**config.mk**
```make
export PLATFORM = sky130hd
export DESIGN_NAME = tri_state_bus_tx_ctrl
export DESIGN_NICKNAME = d
export VERILOG_FILES = /design/src/rtl/tri_state_bus_tx_ctrl.sv
export SDC_FILE = /design/constraint.sdc
export NUM_CORES = 1
export LEC_CHECK = 0
export ABC_AREA = 1
export CORE_MARGIN = 1
export CORE_UTILIZATION = 45
export CTS_BUF_LIST = sky130_fd_sc_hd__clkbuf_8
export DETAILED_ROUTE_END_ITERATION = 7
export PLACE_DENSITY = 0.66
export SYNTH_ARGS = -nofsm -noshare
export SYNTH_HDL_FRONTEND = slang
export SYNTH_SLANG_ARGS = --single-unit
export TNS_END_PERCENT = 30
```
**constraint.sdc**
```tcl
create_clock -name clk -period 1.6 [get_ports clk]
set_input_delay 0.32 -clock clk [delete_from_list [all_inputs] [get_ports clk]]
set_output_delay 0.32 -clock clk [all_outputs]
set_load 0.05 [all_outputs]
```
**src/rtl/tri_state_bus_tx_ctrl.sv**
```systemverilog
// tri_state_bus_tx_ctrl
// Serial frame sequencer feeding the data/enable pair of a tri-state line
// buffer. One word per valid/ready handshake is sent as:
//   start(0), data MSB-first, [parity], stop(1),
// and then the line is released (drv_en=0) for a turnaround window.
// Optional feature: define TRI_BUS_PARITY_EN to insert an even-parity bit
// after the data bits.
// All outputs are registered. Each one is computed from the next-state
// values, so the outputs line up with the state they describe.
module tri_state_bus_tx_ctrl #(
  parameter int DATA_W    = 8,
  parameter int BIT_DIV   = 4,
  parameter int TURN_BITS = 2
) (
  input  logic              clk,
  input  logic              rst,
  input  logic [DATA_W-1:0] tx_data,
  input  logic              tx_valid,
  output logic              tx_ready,
  output logic              drv_in,
  output logic              drv_en,
  output logic              busy
);

  localparam int TW     = (BIT_DIV > 1) ? $clog2(BIT_DIV) : 1;
  localparam int IDX_MAX = (DATA_W > TURN_BITS) ? DATA_W : TURN_BITS;
  localparam int IW     = $clog2(IDX_MAX + 1);

  localparam logic [2:0] S_IDLE   = 3'd0;
  localparam logic [2:0] S_START  = 3'd1;
  localparam logic [2:0] S_DATA   = 3'd2;
`ifdef TRI_BUS_PARITY_EN
  localparam logic [2:0] S_PARITY = 3'd3;
`endif
  localparam logic [2:0] S_STOP   = 3'd4;
  localparam logic [2:0] S_TURN   = 3'd5;

  logic [2:0]        state_q, state_d;
  logic [TW-1:0]     timer_q, timer_d;
  // Bit index while in DATA; it is reused as the turnaround period counter.
  logic [IW-1:0]     idx_q, idx_d;
  logic [DATA_W-1:0] sreg_q, sreg_d;
  logic              drv_in_q, drv_in_d;
  logic              drv_en_q, drv_en_d;
  logic              tx_ready_q, tx_ready_d;
  logic              busy_q, busy_d;
  logic              timer_wrap;
`ifdef TRI_BUS_PARITY_EN
  logic              parity_q, parity_d;
`endif

  assign timer_wrap = (timer_q == TW'(BIT_DIV - 1));

  // Next-state logic: FSM transitions, bit timer, bit index, and shift register.
  always_comb begin
    state_d  = state_q;
    timer_d  = timer_q;
    idx_d    = idx_q;
    sreg_d   = sreg_q;
`ifdef TRI_BUS_PARITY_EN
    parity_d = parity_q;
`endif
    if (state_q == S_IDLE) begin
      timer_d = '0;
    end else if (timer_wrap) begin
      timer_d = '0;
    end else begin
      timer_d = timer_q + TW'(1);
    end

    case (state_q)
      S_IDLE: begin
        if (tx_valid) begin
          sreg_d   = tx_data;
          idx_d    = IW'(DATA_W - 1);
          state_d  = S_START;
`ifdef TRI_BUS_PARITY_EN
          parity_d = ^tx_data;
`endif
        end
      end
      S_START: begin
        if (timer_wrap) state_d = S_DATA;
      end
      S_DATA: begin
        if (timer_wrap) begin
          sreg_d = sreg_q << 1;
          if (idx_q == '0) begin
`ifdef TRI_BUS_PARITY_EN
            state_d = S_PARITY;
`else
            state_d = S_STOP;
`endif
          end else begin
            idx_d = idx_q - IW'(1);
          end
        end
      end
`ifdef TRI_BUS_PARITY_EN
      S_PARITY: begin
        if (timer_wrap) state_d = S_STOP;
      end
`endif
      S_STOP: begin
        if (timer_wrap) begin
          if (TURN_BITS == 0) begin
            state_d = S_IDLE;
          end else begin
            state_d = S_TURN;
            idx_d   = IW'(TURN_BITS - 1);
          end
        end
      end
      S_TURN: begin
        if (timer_wrap) begin
          if (idx_q == '0) state_d = S_IDLE;
          else             idx_d   = idx_q - IW'(1);
        end
      end
      default: state_d = S_IDLE;
    endcase
  end

  // Output decode from the next state. This way the registered outputs track the state registers exactly.
  always_comb begin
    drv_in_d   = 1'b0;
    drv_en_d   = 1'b0;
    tx_ready_d = (state_d == S_IDLE);
    busy_d     = (state_d != S_IDLE);
    case (state_d)
      S_START: begin
        drv_en_d = 1'b1;
        drv_in_d = 1'b0;
      end
      S_DATA: begin
        drv_en_d = 1'b1;
        drv_in_d = sreg_d[DATA_W-1];
      end
`ifdef TRI_BUS_PARITY_EN
      S_PARITY: begin
        drv_en_d = 1'b1;
        drv_in_d = parity_d;
      end
`endif
      S_STOP: begin
        drv_en_d = 1'b1;
        drv_in_d = 1'b1;
      end
      default: begin
        drv_en_d = 1'b0;
        drv_in_d = 1'b0;
      end
    endcase
  end

  // State and output registers. The synchronous reset overrides everything, including a frame in progress.
  always_ff @(posedge clk) begin
    if (rst) begin
      state_q    <= S_IDLE;
      timer_q    <= '0;
      idx_q      <= '0;
      sreg_q     <= '0;
      drv_in_q   <= 1'b0;
      drv_en_q   <= 1'b0;
      tx_ready_q <= 1'b1;
      busy_q     <= 1'b0;
`ifdef TRI_BUS_PARITY_EN
      parity_q   <= 1'b0;
`endif
    end else begin
      state_q    <= state_d;
      timer_q    <= timer_d;
      idx_q      <= idx_d;
      sreg_q     <= sreg_d;
      drv_in_q   <= drv_in_d;
      drv_en_q   <= drv_en_d;
      tx_ready_q <= tx_ready_d;
      busy_q     <= busy_d;
`ifdef TRI_BUS_PARITY_EN
      parity_q   <= parity_d;
`endif
    end
  end

  assign drv_in   = drv_in_q;
  assign drv_en   = drv_en_q;
  assign tx_ready = tx_ready_q;
  assign busy     = busy_q;

endmodule

```
Yosys cells after proc, flatten, opt, wreduce, memory -nomap -nowiden
Index checks and enable logic that the tools add are counted.
{"block": "word_totals", "ff_bits": 21, "inputBits": 11, "out_inout_bits": 4, "word_cells": 53}
{"block": "classes", "add_sub_neg": 2, "eq_ne": 13, "n_mux": 18, "reduce_logical": 11}
{"cell": "2-to-1 mux 3 bit", "count": 7}
{"cell": "2-to-1 mux 4 bit", "count": 4}
{"cell": "2-to-1 mux 8 bit", "count": 2}
{"cell": "one-hot mux 8 bit (2 select lines)", "count": 1}
{"cell": "one-hot mux 3 bit (5 select lines)", "count": 1}
{"cell": "one-hot mux 4 bit (3 select lines)", "count": 1}
{"cell": "equality test 3 bit (second input constant)", "count": 3}
{"cell": "inequality test 2 bit (second input constant)", "count": 4}
{"cell": "equality test 3 x 1 -> 1 bit (second input constant)", "count": 2}
{"cell": "equality test 3 x 2 -> 1 bit (second input constant)", "count": 2}
{"cell": "logical NOT 3 bit", "count": 2}
{"cell": "nonzero test 3 bit", "count": 2}
{"cell": "OR reduction 3 bit", "count": 2}
{"cell": "AND reduction 5 bit", "count": 1}
{"cell": "logical NOT 4 bit", "count": 1}
{"cell": "subtractor 4 x 1 -> 4 bit (second input constant)", "count": 1}
{"cell": "AND reduction 3 bit", "count": 1}
{"cell": "adder 2 x 1 -> 2 bit (second input constant)", "count": 1}
{"cell": "equality test 2 bit (second input constant)", "count": 1}
{"cell": "inequality test 2 x 1 -> 1 bit (second input constant)", "count": 1}
{"cell": "one-hot mux 1 bit (2 select lines)", "count": 1}
{"cell": "nonzero test 2 bit", "count": 1}
{"cell": "OR reduction 2 bit", "count": 1}
{"cell": "2-to-1 mux 1 bit", "count": 1}

Logic depth before layout (Yosys ltp)
{"block": "depth", "depth_word": 7, "ltp_mapped": 10}

Worst setup path before layout
No wires, ideal clock.
{"block": "synth_path", "kind": "reg-to-reg", "from": "register idx_q[0]", "to": "register idx_q[3]", "setup_time_ns": 0.070, "arrival_time_ns": 1.215, "required_ns": 1.530, "setup_slack_ns": 0.314, "path_stages_with_launch": 9, "n_path_buf": 0, "path_cell_list": "dfxtp_1 -> inv_1 -> ha_1 -> inv_1 -> nor3_1 -> nand2_4 -> nand2_4 -> nand2_1 -> a21oi_1"}
{"block": "synth_between", "elab_chain_len": 4, "word_cells_on_any_way": 7, "classes_between": "add/sub (1); eq/ne (1); mux (3); reduce/logical (2)"}
{"item": "from (decl)", "line": "41", "text": "logic [IW-1:0] idx_q, idx_d;"}
{"item": "from (signal assigned)", "line": "173", "text": "idx_q <= idx_d;"}
{"item": "subtractor 4 x 1 -> 4 bit", "line": "95, 117"}
{"item": "2-to-1 mux 4 bit", "line": "88, 116"}
{"item": "2-to-1 mux 4 bit", "line": "115", "text": "if (timer_wrap) begin"}
{"item": "one-hot mux 4 bit (3 select lines)", "line": "71", "text": "case (state_q)"}
Several ways; a longest one is shown, not always the timed one. The select of a mux whose other input is x is not followed.
A chain may end at the register's enable or synchronous reset.

Worst setup path after layout
{"block": "layout_path", "from": "register idx_q[0]", "to": "register drv_en_q, in the netlist drv_en"}
{"block": "layout_between", "elab_chain_len": 7, "word_cells_on_any_way": 11, "classes_between": "eq/ne (3); mux (6); reduce/logical (2)"}
{"item": "logical NOT 4 bit *", "line": "88, 116"}
{"item": "2-to-1 mux 3 bit, on equally long branches", "line": "116, 88"}
{"item": "2-to-1 mux 3 bit, on equally long branches", "line": "115, 86"}
{"item": "one-hot mux 3 bit (5 select lines) *", "line": "71"}
{"item": "equality test 3 bit, or another cell as far along", "line": "130", "text": "case (state_d)"}
{"item": "OR reduction 3 bit (no line) *"}
{"item": "2-to-1 mux 1 bit *", "line": "130"}
{"item": "to (signal assigned)", "line": "176", "text": "drv_en_q <= drv_en_d;"}
{"item": "to (decl)", "line": "44", "text": "logic drv_en_q, drv_en_d;"}
Mark *: on every way between the ends. The rest lies on a longest branch, timed or not.

==> flow_summary.yaml <==
logic_synthesis:
  synth-edff-count: 0
  yosysUniqueCellTypes: 22
  async_flop_share: 0
  ys.warnings.count: 0
  yosysMostFrequentCell: "nand2_1"
  yosys.area.top_type: "dfxtp_1"
  yosys_register_bits: 21
  ys_seq_area_frac: 0.394
  syn_avg_cell_area_um2: 6.97
  netlist_area_mm2: 0.00107
  syn_inst: 153
  synthTopCellsByCount: "nand2_1, dfxtp_1, inv_1, nor2_1, nand3_1"
  synthDominantCellAreaShare: 0.394
  netlist_top_cells_area: "dfxtp_1, nand2_1, inv_1, nor2_1, nand3_1"
  ys.flop_type: "dfxtp_1"
  synthesis.nets: 166
critical_path:
  rrSetupSlack_ns: 0.19
  worstReg2RegEnd: "drv_en"
  critPathKind: "flop to flop"
  endpoint_kind: "flop"
  critPathArrivalTime_ns: 1.57
  cp-start-kind: "flop"
  cp_max_fo: 3
  r2r_cells: 9
  worst_r2r_startpoint: "idx_q[0]"
  critPathRequiredTime_ns: 1.75
worst_hold_path:
  hold_path.startpoint: "timer_q[0]"
  min_path_type: "flop to flop"
  min_delay_worst_endpoint: "timer_q[0]"
  worstHoldPathCells: 1
layout:
  diodes: 0
  drive_gt1_frac: 0.170
  n_fill_cell: 239
  area_delta_synth_final_pct: 21.1
  nets: 185
route:
  via_per_inst: 4.88
  drtAntennaViolNets: 0
  dr_total_vias: 972
  dr.pass1.iters: 4
  drt_iter0_markers: 23
  wl_per_cell_um: 10.8
  drc_errors: 0
  wirelength_mm: 2.16
timing:
  clock.fmax_mhz: 708
  fin_skew_ns: 0.00230
  hold_viol: 0
  min_period_ns: 1.41
  setup_viol: 0
  worst_pin_slew_ns: 0.323
  grt_setup_unrepaired: "false"
  setup_tns_ns: 0
  finalCritPeriodShare: 0.883
  slew_headroom: 0.783
  timing.final.ws_setup_ns: 0.187
  drv_slew: 0
outcome:
  outcome: "completed"
clock_tree:
  cts_hold_buf: 0
  cts_buffers: 3
  root_buffer: "clkbuf_8"
  cts.sinks: 21
  clock_path_buffers: 2
  cts_tree: "built"
  cts_setup_buffers: 0
  cts-resized-gates: 0
  clk-insertion-delay-late_ns: 0.26
  ctsHtreeMaxLevel: 1
  path_clk_slew_ns: 0.07
power:
  clkPwrFrac: 0.309
  power_density_mw_per_mm2: 854
  switching_share: 0.271
  p_leak_uw: 0.000577
  pwr-share-comb: 0.173
  pwr-share-seq: 0.518
  switching_power_uw: 299
  p_int_uw: 804
  peakVddDrop_uv: 516
placement:
  pre_cts_slack_ns: 0.0912
  port_buffers: 14
  dpl.hpwl_mm: 1.70
  gp_congestion: 0.874
floorplan:
  rows: 17
  floorplan.die_area_mm2: 0.00257
  ios: 15
  die_w_um: 50.7
  die_height_um: 50.7
  start_util: 0.482
  core_mm2: 0.00221
global_route:
  grt_pass1_wl_mm: 3.75
  first_global_vias: 922
  overflow: 0
  grt_max_degree: 13
  globalRouteTotalUtil: 0.195
  antenna_found_initial: 0
run:
  cap_violations: 0
worst max-delay path: stages, from the launching register on:
cell and delay (ns):
dfxtp_1 0.33, inv_1 0.10, ha_2 0.22, nand3_1 0.13, nand2_1 0.11, nand2_1 0.09, nor2_4 0.12, nor2_1 0.06
nand2_1 0.09, nand2_1 0.07
cell type report:
type                    count  area (um^2)  share of cell area
repair buffers             15          138               0.107
well taps                  28         35.0              0.0271
multi-input cells         111          577               0.447
clock inverters             1         5.00             0.00388
inverters                  20         75.1              0.0581
flip-flops and latches     21          420               0.326
clock buffers               3         41.3              0.0320
through the flow:
stage	power (uW)	utilization	instance area (um^2)	hold WS [ns]	std cells
floorplan	710	-	1070	0.389	153
global placement	768	0.558	1230	0.409	195
detailed placement	773	0.558	1230	0.414	195
CTS	1110	0.579	1280	0.425	199
global route	1160	0.584	1290	0.444	199
finish	1100	0.584	1290	0.426	199
how the worst max path moves through the flow:
stage                          end  slack, ns  startpoint  cells past startpoint
after detailed placement      busy       0.09    tx_valid                      7
after floorplan           idx_q[3]       0.31    idx_q[0]                      8
final                       drv_en       0.19    idx_q[0]                      9
after global routing          busy     0.0005    idx_q[0]                      9
after global placement        busy       0.15    tx_valid                      7
after CTS                     busy       0.13  timer_q[0]                      8
power groups by stage:
| stage | combinational [uW] | clock (uW) | sequential, uW |
|---|---|---|---|
| 2_1_floorplan | 106 | 0 | 604 |
| 3_3_place_gp | 185 | 0 | 583 |
| 3_5_place_dp | 189 | 0 | 584 |
| 4_1_cts | 191 | 349 | 571 |
| 5_1_grt | 214 | 370 | 575 |
| 6_report | 191 | 341 | 571 |
placed cells by master, fill, tap and decap left out, drive strengths merged:
cell type	synthesis	layout
clkdlybuf4s50	0	10
xnor2	1	1
dfxtp	21	21
ha	2	2
a31oi	6	6
a21oi	5	5
nand3b	1	1
inv	20	20
nand3	11	11
o211ai	1	1
clkbuf	1	3
nor3	1	1
nand2	55	55
buf	0	5
nor2	22	22
o21ai	6	6
clkinv	0	1
state kept, by name, indices dropped and copies added, names as in the netlist:
name / cells
busy: 1
drv_en: 1
drv_in: 1
idx_q: 4
sreg_q: 8
state_q: 3
timer_q: 2
tx_ready: 1
layer usage:
layer / vias to the layer above / GRT usage / wire [um]
met3: 4 / 0.0182 / 70
met5: - / 0 / 0
li1: 517 / - / -
met2: 19 / 0.338 / 1080
met1: 432 / 0.250 / 983
met4: 0 / 0.0694 / 22
logic make-up (layout without fill, tap and decap cells):
kind of cell	after synthesis	count (layout)	share of synthesized area
xor gates and xnor gates	1	1	0.00822
AOI/OAI and AO/OA	18	18	0.0974
adders and majority gates	2	2	0.0235
DFF	21	21	0.394
buffers and inverters	21	39	0.0739
and+or+nand+nor	90	90	0.403
(Power assumes the default switching activity.)
